[src/rtl/dmem_port_arbiter.sv]
// dmem_port_arbiter
// Shares the single data-memory port between the processor load/store path
// (cpu) and a DMA/loader engine (dma). Ownership is registered and passed
// round-robin; a requester may lock ownership for bursts, and a hold limit
// forces a hand-over once the waiting side has been held off long enough.
module dmem_port_arbiter #(
    parameter int WIDTH    = 32,
    parameter int MAX_HOLD = 8
) (
    input  logic             clk,
    input  logic             reset,

    input  logic             cpu_req,
    input  logic             cpu_we,
    input  logic             cpu_lock,
    input  logic [WIDTH-1:0] cpu_adr,
    input  logic [WIDTH-1:0] cpu_wdata,
    output logic             cpu_gnt,
    output logic [WIDTH-1:0] cpu_rdata,
    output logic             cpu_rvalid,

    input  logic             dma_req,
    input  logic             dma_we,
    input  logic             dma_lock,
    input  logic [WIDTH-1:0] dma_adr,
    input  logic [WIDTH-1:0] dma_wdata,
    output logic             dma_gnt,
    output logic [WIDTH-1:0] dma_rdata,
    output logic             dma_rvalid,

    output logic             MemWrite,
    output logic [WIDTH-1:0] DataAdr,
    output logic [WIDTH-1:0] WriteData,
    input  logic [WIDTH-1:0] ReadData
);

    // Hold counter only needs to reach MAX_HOLD-1, where it saturates.
    localparam int                CW       = (MAX_HOLD > 2) ? $clog2(MAX_HOLD) : 1;
    localparam logic [CW-1:0]     HOLD_TOP = CW'(MAX_HOLD - 1);

    typedef enum logic [1:0] {
        IDLE    = 2'd0,
        OWN_CPU = 2'd1,
        OWN_DMA = 2'd2
    } state_t;

    typedef enum logic {
        LAST_CPU = 1'b0,
        LAST_DMA = 1'b1
    } owner_t;

    state_t        state;
    state_t        state_nxt;
    owner_t        last_owner;
    logic [CW-1:0] hold_cnt;

    // A transfer happens only while the owner is actually requesting; since
    // state resets asynchronously, an asserted reset drops both grants at once.
    always_comb begin
        cpu_gnt = (state == OWN_CPU) && cpu_req;
        dma_gnt = (state == OWN_DMA) && dma_req;
    end

    // Steer the granted requester onto the memory port; quiet port otherwise.
    always_comb begin
        // NOTE: every output gets a default before any branch so no path
        // leaves a value unassigned, which would infer a latch.
        MemWrite  = 1'b0;
        DataAdr   = '0;
        WriteData = '0;
        if (cpu_gnt) begin
            MemWrite  = cpu_we;
            DataAdr   = cpu_adr;
            WriteData = cpu_wdata;
        end else if (dma_gnt) begin
            MemWrite  = dma_we;
            DataAdr   = dma_adr;
            WriteData = dma_wdata;
        end
    end

    // Ownership decision: forced release at the hold limit beats lock,
    // unlocked contention alternates, otherwise keep or release the port.
    always_comb begin
        state_nxt = state;
        unique case (state)
            IDLE: begin
                if (cpu_req && dma_req)
                    state_nxt = (last_owner == LAST_DMA) ? OWN_CPU : OWN_DMA;
                else if (cpu_req)
                    state_nxt = OWN_CPU;
                else if (dma_req)
                    state_nxt = OWN_DMA;
                else
                    state_nxt = IDLE;
            end
            OWN_CPU: begin
                if (dma_req && ((hold_cnt == HOLD_TOP) || !(cpu_req && cpu_lock)))
                    state_nxt = OWN_DMA;
                else if (cpu_req)
                    state_nxt = OWN_CPU;
                else
                    state_nxt = IDLE;
            end
            OWN_DMA: begin
                if (cpu_req && ((hold_cnt == HOLD_TOP) || !(dma_req && dma_lock)))
                    state_nxt = OWN_CPU;
                else if (dma_req)
                    state_nxt = OWN_DMA;
                else
                    state_nxt = IDLE;
            end
            default: state_nxt = IDLE;
        endcase
    end

    // Arbitration state: owner, round-robin history and tenure length.
    always_ff @(posedge clk or negedge reset) begin
        if (!reset) begin
            state      <= IDLE;
            last_owner <= LAST_DMA;
            hold_cnt   <= '0;
        end else begin
            // NOTE: clocked state uses non-blocking assignments so every
            // register samples pre-edge values regardless of statement order.
            state <= state_nxt;

            if (cpu_gnt)
                last_owner <= LAST_CPU;
            else if (dma_gnt)
                last_owner <= LAST_DMA;

            if (state_nxt != state)
                hold_cnt <= '0;
            else if ((cpu_gnt || dma_gnt) && (hold_cnt != HOLD_TOP))
                hold_cnt <= hold_cnt + 1'b1;
        end
    end

    // Capture read data at the end of a read grant; rvalid marks the next cycle.
    always_ff @(posedge clk or negedge reset) begin
        if (!reset) begin
            cpu_rdata  <= '0;
            cpu_rvalid <= 1'b0;
            dma_rdata  <= '0;
            dma_rvalid <= 1'b0;
        end else begin
            cpu_rvalid <= cpu_gnt && !cpu_we;
            dma_rvalid <= dma_gnt && !dma_we;
            if (cpu_gnt && !cpu_we)
                cpu_rdata <= ReadData;
            if (dma_gnt && !dma_we)
                dma_rdata <= ReadData;
        end
    end

endmodule

[config.mk]
export PLATFORM = sky130hd
export DESIGN_NAME = dmem_port_arbiter
export DESIGN_NICKNAME = d
export VERILOG_FILES = /design/src/rtl/dmem_port_arbiter.sv
export SDC_FILE = /design/constraint.sdc
export NUM_CORES = 1
export LEC_CHECK = 0
export ABC_AREA = 1
export CORE_AREA = 2 2 117 119
export CTS_CLUSTER_SIZE = 28
export DETAILED_ROUTE_END_ITERATION = 6
export DIE_AREA = 0 0 119 121
export PLACE_DENSITY = 0.73
export SKIP_LAST_GASP = 1
export SYNTH_ARGS = -nofsm -noshare
export SYNTH_HDL_FRONTEND = slang
export SYNTH_SLANG_ARGS = --single-unit
[constraint.sdc]
create_clock -name clk -period 1.9 [get_ports clk]
set_input_delay 0.19 -clock clk [delete_from_list [all_inputs] [get_ports clk]]
set_output_delay 0.19 -clock clk [all_outputs]
set_load 0.1 [all_outputs]
### Word-level counts from Yosys, hierarchy flattened

Cells that the tools add are included.

* flip-flop bits (word level): 72
* input bits: 168
* output and inout port bits: 133

* muxes and demuxes: 18
* add/sub/neg operators: 1
* reduce and logical (&&, ||, !) cells: 20
* equal/unequal tests: 5

Operators with widths (number)
* $mux 32: 4
* $mux 2: 6
* $logic_and 1x1->1: 10
* $mux 3: 2
* $pmux 2 s3: 1
* $mux 1: 5
* $logic_not 1->1: 4
* $reduce_bool 2->1: 2
* $add 3x1->3 const B: 1
* $eq 3x3->1 const B: 1
* $logic_or 1x1->1: 3
* $ne 3x3->1 const B: 1
* $eq 2x1->1 const B: 1
* $eq 2x2->1 const B: 1
* $logic_not 2->1: 1
* $ne 2x2->1: 1

### Logic depth before layout (Yosys ltp)

Gate-level depths: netlist (run 1).

* word-level depth: 8
* depth in mapped cells: 11
* gate-level depth less buffers: 11

### Worst setup path before layout (run 1)

No wires, ideal clock.

* path kind: flip-flop to output port
* start: reg state[1]
* end: out MemWrite
* arrival: 2388 ps
* stages on the path, launching flop included: 7
* setup slack: -678 ps
* required time: 1710 ps
* cells stage by stage: dfrtp_1 inv_1 nand2_1 nor2_2 buf_4 o21ai_0 a21oi_1

* cells in the longest elaborated chain, start to end: 4
* elaborated cells between the ends (all ways): 6

Ends and longest elaborated chain
* start: declaration: RTL line 52 `state_t state;`
* start signal: assignment: RTL line 126 `state <= state_nxt;`
* $eq 2x2->1: RTL line 61 `dma_gnt = (state == OWN_DMA) && dma_req;`
* $logic_and 1x1->1: RTL line 61
* $mux 1: RTL line 75 `end else if (dma_gnt) begin`
* $mux 1 (*): RTL line 71 `if (cpu_gnt) begin`
* end: declaration: RTL line 31 `output logic MemWrite,`

Mark *: on every way between the ends. The rest lies on a longest branch, timed or not.

### Worst setup path in the final report (run 1)

Same ends and word-level chain as after synthesis.

==> results of run 1 <==
## what timing repair did
item | 4_1_cts | 5_1_grt
pin swaps | 1 | 6
setup endpoints to repair | 45 | 65
gates cloned | 3 | 5
gates resized for setup | 11 | 59
endpoints found under the hold margin | 10 | 0
hold buffers | 1 | 0
buffers inserted | 5 | 2
## registers in the layout, summed over array words and instances (netlist names)
register    count
last_owner      1
dma_rdata      32
state           2
dma_rvalid      1
cpu_rvalid      1
cpu_rdata      32
hold_cnt        3
## layer usage
metal | up-vias | global-route usage [%] | routed length, um
met4 | 2 | 8.33 | 566
met5 | - | 0 | 13
met2 | 203 | 36.2 | 8270
met1 | 2029 | 24.5 | 6160
met3 | 30 | 7.71 | 1360
li1 | 2198 | - | -
## worst max-delay path, delay by kind of cell (launching register included)
kind | cells | cell delay, ns
AO/OA/AOI/OAI | 2 | 0.21
flip-flops | 1 | 0.41
buffers and inverters | 4 | 0.56
AND/OR/NAND/NOR | 2 | 0.20
## layout by cell type, fill, tap and decap left out, types with 2 or more instances in the layout
| cell type | instances |
|---|---|
| inv_2 | 4 |
| clkdlybuf4s50_1 | 166 |
| buf_4 | 75 |
| ha_1 | 2 |
| buf_6 | 4 |
| buf_16 | 3 |
| nand3_1 | 10 |
| clkbuf_16 | 13 |
| o21ai_2 | 46 |
| buf_12 | 76 |
| bufinv_16 | 3 |
| inv_1 | 40 |
| o21ai_0 | 3 |
| nor2_4 | 4 |
| diode_2 | 3 |
| nor2_1 | 5 |
| nand2_2 | 68 |
| a21oi_1 | 2 |
| o21ai_1 | 16 |
| dfrtp_1 | 71 |
| nand2_1 | 208 |
## synth_stat cells (all sizes together)
master / instances
buf: 27
nand3: 10
a21oi: 3
dfrtp: 71
o21ai: 66
ha: 2
dfstp: 1
nor2: 10
inv: 45
nand2: 276
xor2: 1
## area by class of cell
class,count,area (um2)
timing repair buffer,331,4000
clock buffer,10,229
inverter,45,171
tap,176,220
fill,1038,4640
clock inverter,5,106
antenna,3,7.51
sequential,72,1800
multi-input combinational,368,1900
## logic make-up (layout without fill, tap and decap cells)
group                    count (synthesis)  after routing  share of synthesized area (%)
AND/OR/NAND/NOR                        296            296                           29.4
AO/OA/AOI/OAI                           69             69                           13.2
flip-flops                              72             72                           46.1
XOR/XNOR                                 1              1                          0.224
buffers and inverters                   72            391                           10.4
other                                    0              3                              0
adder cells (fa/ha/maj)                  2              2                          0.639
## metrics by stage
stage,setup WS (ns),utilization [%],area [um2],hold slack [ns],std cells
after floorplan,0.0100,-,3950,-0.106,512
after global placement,0.0926,58.4,7650,0.0953,976
after detailed placement,0.106,58.4,7650,0.101,976
after CTS,-0.0199,62.2,8140,0.285,1000
after global routing,-0.0773,64.5,8440,0.303,1009
final,0.00632,64.5,8440,0.289,1010
## final timing paths
check | cells past startpoint | end
worst max-delay path | 8 | MemWrite
worst min register to register | 2 | dma_rdata[2]
worst min-delay path | 2 | dma_rdata[30]
max in group asynchronous | 3 | state[0]
worst max register to register | 11 | hold_cnt[0]
min in group clk | 3 | cpu_rdata[10]
==> flow_summary_export.csv, run 1 <==
group,metric,value,unit
status,outcome,"finished clean",
timing,setup_violations,0,
clock_tree,numCtsBuffers,9,
grt,grt_pass1_wl,23800,um
clock_tree,clk_pin_slew,0.06,ns
worst_setup_path,path_cells,"inv_1, nand2_2, nor2_4, buf_6, buf_12, o21ai_4, a21oi_4, buf_12",
routing,drt_iter0_drc,195,
worst_setup_path,setup.worst_path.class,"reg2out",
logic_synthesis,yosys.area.top_type,"dfrtp_1",
routing,postRouteAntennaNets,0,
routing,vias,4462,
grt,grt_pass1_vias,4396,
worst_setup_path,cp_common_cell,"buf_12",
routing,first_pass_iters,5,
die,start_util,29.9,%
clock_tree,root_buffer,"clkbuf_16",
timing,hold_viol_final,0,
timing,skew,0.00653,ns
timing,rsz0062_at_grt,"true",
timing,relSlewSlack,78.5,%
worst_setup_path,crit_path_start_kind,"flip-flop",
die,fp-row-count,42,
grt,grt_start_max_net_pins,65,
logic_synthesis,synth_fp_nets,682,
worst_setup_path,crit_arrival,1.70,ns
worst_setup_path,r2r_slack,0.31,ns
clock_tree,htree_levels,3,
die,ioPinCount,301,
timing,layout_min_cycle_time,1.89,ns
logic_synthesis,syn-instance-count,512,
logic_synthesis,synth.top_cell.area_share,45.4,%
job,max-cap-violations,0,
clock_tree,insertion_delay,0.33,ns
routing,vias_per_cell,4.42,
worst_setup_path,cpPeakStageDelay,0.41,ns
placement,port_buffers,300,
placement,hpwl,12100,um
clock_tree,cts_sinks,72,
die,dieWidth,119,um
grt,track_usage,21.3,%
worst_setup_path,startpoint,"state[1]",
logic_synthesis,avgSynthCellArea,7.64,um2
placement,gp_congestion,0.874,
grt,antenna_found_initial,4,
clock_tree,max-clock-path-buffers,2,
routing,drc_errors,0,
logic_synthesis,netlist_area,0.00391,mm2
cells_and_area,drive_gt1_share,36.7,%
clock_tree,cts_tree,"yes",
timing,max_freq,528,MHz
routing,wl_per_cell,16.2,um
logic_synthesis,synth.distinct_cells,20,
timing,fin_tns_setup,0,ns
logic_synthesis,ys_seq_elements,72,
worst_setup_path,crit_required,1.71,ns
logic_synthesis,yosysSeqAreaShare,46.1,%
die,die_area,0.0144,mm2
timing,drv_slew,0,
timing,period_share,99.7,%
worst_setup_path,rr_startpoint,"hold_cnt[0]",
cells_and_area,final_nets,997,
worst_setup_path,critPathMaxFanout,6,
worst_setup_path,cp_slowest_cell,"dfrtp_1",
routing,totalWireLength,16400,um
timing,tightest_slew,0.323,ns
worst_setup_path,cp-end-kind,"output port",
grt,grt_overflow_total,0,
worst_hold_path,min_path_type,"in2async",
logic_synthesis,ys_top_cells_by_area,"dfrtp_1 (45%), nand2_1 (26%), o21ai_2 (10%)",
cells_and_area,area_growth,116,%
die,die_y,121,um
die,core,0.0131,mm2
logic_synthesis,yosysWarnings,0,
Power of run 1 is left out: the tool's default activity adds up to more than one toggle a clock period on the data nets, which glitch-free logic cannot reach.
==> run 2, diff against run 1 <==
--- a/config.mk
+++ b/config.mk
@@ -6,11 +6,13 @@
 export NUM_CORES = 1
 export LEC_CHECK = 0
 export ABC_AREA = 1
-export CORE_AREA = 2 2 117 119
+export CORE_AREA = 2 2 116 118
+export CTS_BUF_LIST = sky130_fd_sc_hd__clkbuf_8
 export CTS_CLUSTER_SIZE = 28
 export DETAILED_ROUTE_END_ITERATION = 6
-export DIE_AREA = 0 0 119 121
-export PLACE_DENSITY = 0.73
+export DIE_AREA = 0 0 118 120
+export MAX_ROUTING_LAYER = met4
+export PLACE_DENSITY = 0.74
 export SKIP_LAST_GASP = 1
 export SYNTH_ARGS = -nofsm -noshare
 export SYNTH_HDL_FRONTEND = slang
==> run 2 against run 1 <==
Compared with the run above: non-clock buffer count grew 3; fmax shrank 2.0%; worst hold slack gained 0.079 ns; count of clock-buffer cells in the layout grew 1; largest cell class unchanged; via count shrank 1.2%; the flow now finishes with violations (setup timing); die area shrank 1.7%; critical path depth is the same; global-route usage grew 1.2 points; worst setup slack lost 0.040 ns; flip-flop and latch count is the same; cell count grew 0.30%; register-to-register slack lost 0.15 ns.
==> flow_summary_export.csv, run 2 (same netlist as run 1, synthesis figures left out) <==
group,metric,value,unit
status,outcome,"complete, but fails checks",
status,violations,"setup timing",
grt,grt_overflow_total,0,
timing,layout_min_cycle_time,1.93,ns
cells_and_area,area_growth,115,%
grt,grt_start_max_net_pins,65,
cells_and_area,largest_registers,"cpu_rdata: 32 flops, dma_rdata: 32 flops, hold_cnt: 3 flops",
routing,wl_per_cell,16.7,um
timing,skew,0.0118,ns
routing,totalWireLength,16900,um
grt,gr-usage-met1,24.0,%
worst_setup_path,cp-end-kind,"output port",
die,die_y,120,um
clock_tree,cts_tree,"yes",
clock_tree,numCtsBuffers,9,
die,ioPinCount,301,
clock_tree,clk_pin_slew,0.08,ns
clock_tree,max-clock-path-buffers,2,
placement,gp_congestion,0.890,
placement,hpwl,12600,um
worst_setup_path,crit_path_start_kind,"flip-flop",
timing,tightest_slew,0.718,ns
timing,hold_viol_final,0,
grt,grt_pass1_wl,23700,um
grt,use_met3,7.79,%
grt,gr-max-usage-layer,"met2",
timing,setup_ws,-0.0332,ns
timing,rsz0062_at_grt,"true",
routing,vias,4409,
die,core,0.0130,mm2
cells_and_area,final_nets,1000,
timing,max_freq,517,MHz
timing,setup_violations,25,
grt,grt_pass1_vias,4273,
worst_setup_path,setup.worst_path.class,"reg2out",
routing,first_pass_iters,4,
grt,track_usage,22.5,%
die,fp-row-count,42,
clock_tree,insertion_delay,0.35,ns
die,die_area,0.0142,mm2
routing,drt_iter0_drc,229,
cells_and_area,stdcell_area,0.00842,mm2
worst_setup_path,critPathMaxFanout,4,
timing,hold_ws,0.367,ns
routing,drc_errors,0,
grt,antenna_found_initial,2,
routing,postRouteAntennaNets,0,
cells_and_area,final_common_cell,"nand2_1",
cells_and_area,drive_gt1_share,34.9,%
cells_and_area,layout_common_cells,"nand2_1 (227), clkdlybuf4s50_1 (166), buf_12 (75), buf_4 (73), dfrtp_1 (70)",
placement,port_buffers,300,
cells_and_area,final_util,64.8,%
clock_tree,root_buffer,"clkbuf_8",
timing,drv_slew,0,
job,max-cap-violations,0,
timing,period_share,102,%
grt,gr-usage-met2,40.3,%
worst_setup_path,crit_arrival,1.74,ns
worst_setup_path,crit_required,1.71,ns
routing,vias_per_cell,4.35,
timing,fin_tns_setup,-0.254,ns
worst_hold_path,min_path_type,"in2async",
clock_tree,cts_sinks,72,
die,dieWidth,118,um
placement,dpl_cell_area,0.00763,mm2
clock_tree,htree_levels,3,
die,start_util,30.1,%
timing,relSlewSlack,52.2,%
run 2: changes by cell type in the layout (fill, tap and decap cells not counted), sizes merged:
cell | before | now
buf | 160 | 162
inv | 45 | 47
diode | 3 | 2
clkinvlp | 1 | 0
clkbuf | 14 | 16
clkinv | 1 | 0
run 2: layer usage:
metal  up-vias  part of all wire [%]
met2       187                    53
met1      1998                    36
met3        18                   8.3
met5         -                     0
met4         0                   2.0
li1       2206                     -
run 2: cell type report:
class	count	area (um2)
well taps	176	220
multi-input cells	368	1930
clock buffers	11	151
clock inverters	5	103
flip-flops and latches	72	1800
inverters	45	174
diodes	2	5.00
fillers	1081	4560
repair buffers	334	4030
run 2: final timing paths:
kind,from,end,slack [ns],cells after the start
setup reg to reg,state[1],dma_rdata[27],0.16,8
min in group clk,ReadData[7],dma_rdata[7],0.40,3
hold reg to reg,dma_rdata[3],dma_rdata[3],0.48,2
max in group asynchronous,reset,dma_rdata[27],1.01,3
hold / removal,reset,cpu_rdata[12],0.37,2
setup / recovery,state[1],WriteData[13],-0.03,8
run 2: what timing repair did:
| action | CTS | global route |
|---|---|---|
| hold buffers | 1 | 0 |
| pin swaps | 2 | 13 |
| setup endpoints to repair | 48 | 65 |
| gates cloned | 2 | 8 |
| hold endpoints to repair | 19 | 0 |
| resized for setup | 18 | 51 |
| setup buffers | 4 | 6 |
run 2: through the flow:
stage | cells | setup WS [ns]
finish | 1013 | -0.0332
global route | 1013 | -0.111
CTS | 997 | -0.0382
detailed placement | 974 | 0.0310
global placement | 974 | 0.0670
floorplan | 512 | 0.0100
run 2: critical path, stage by stage (launching register included):
cell and delay, ns:
dfrtp_2 0.37, buf_6 0.12, nand2_4 0.06, nor2_4 0.19, buf_6 0.15, clkbuf_16 0.14
nand2_1 0.08, nand2_2 0.09, buf_12 0.17
Power of run 2 is left out for the same reason.
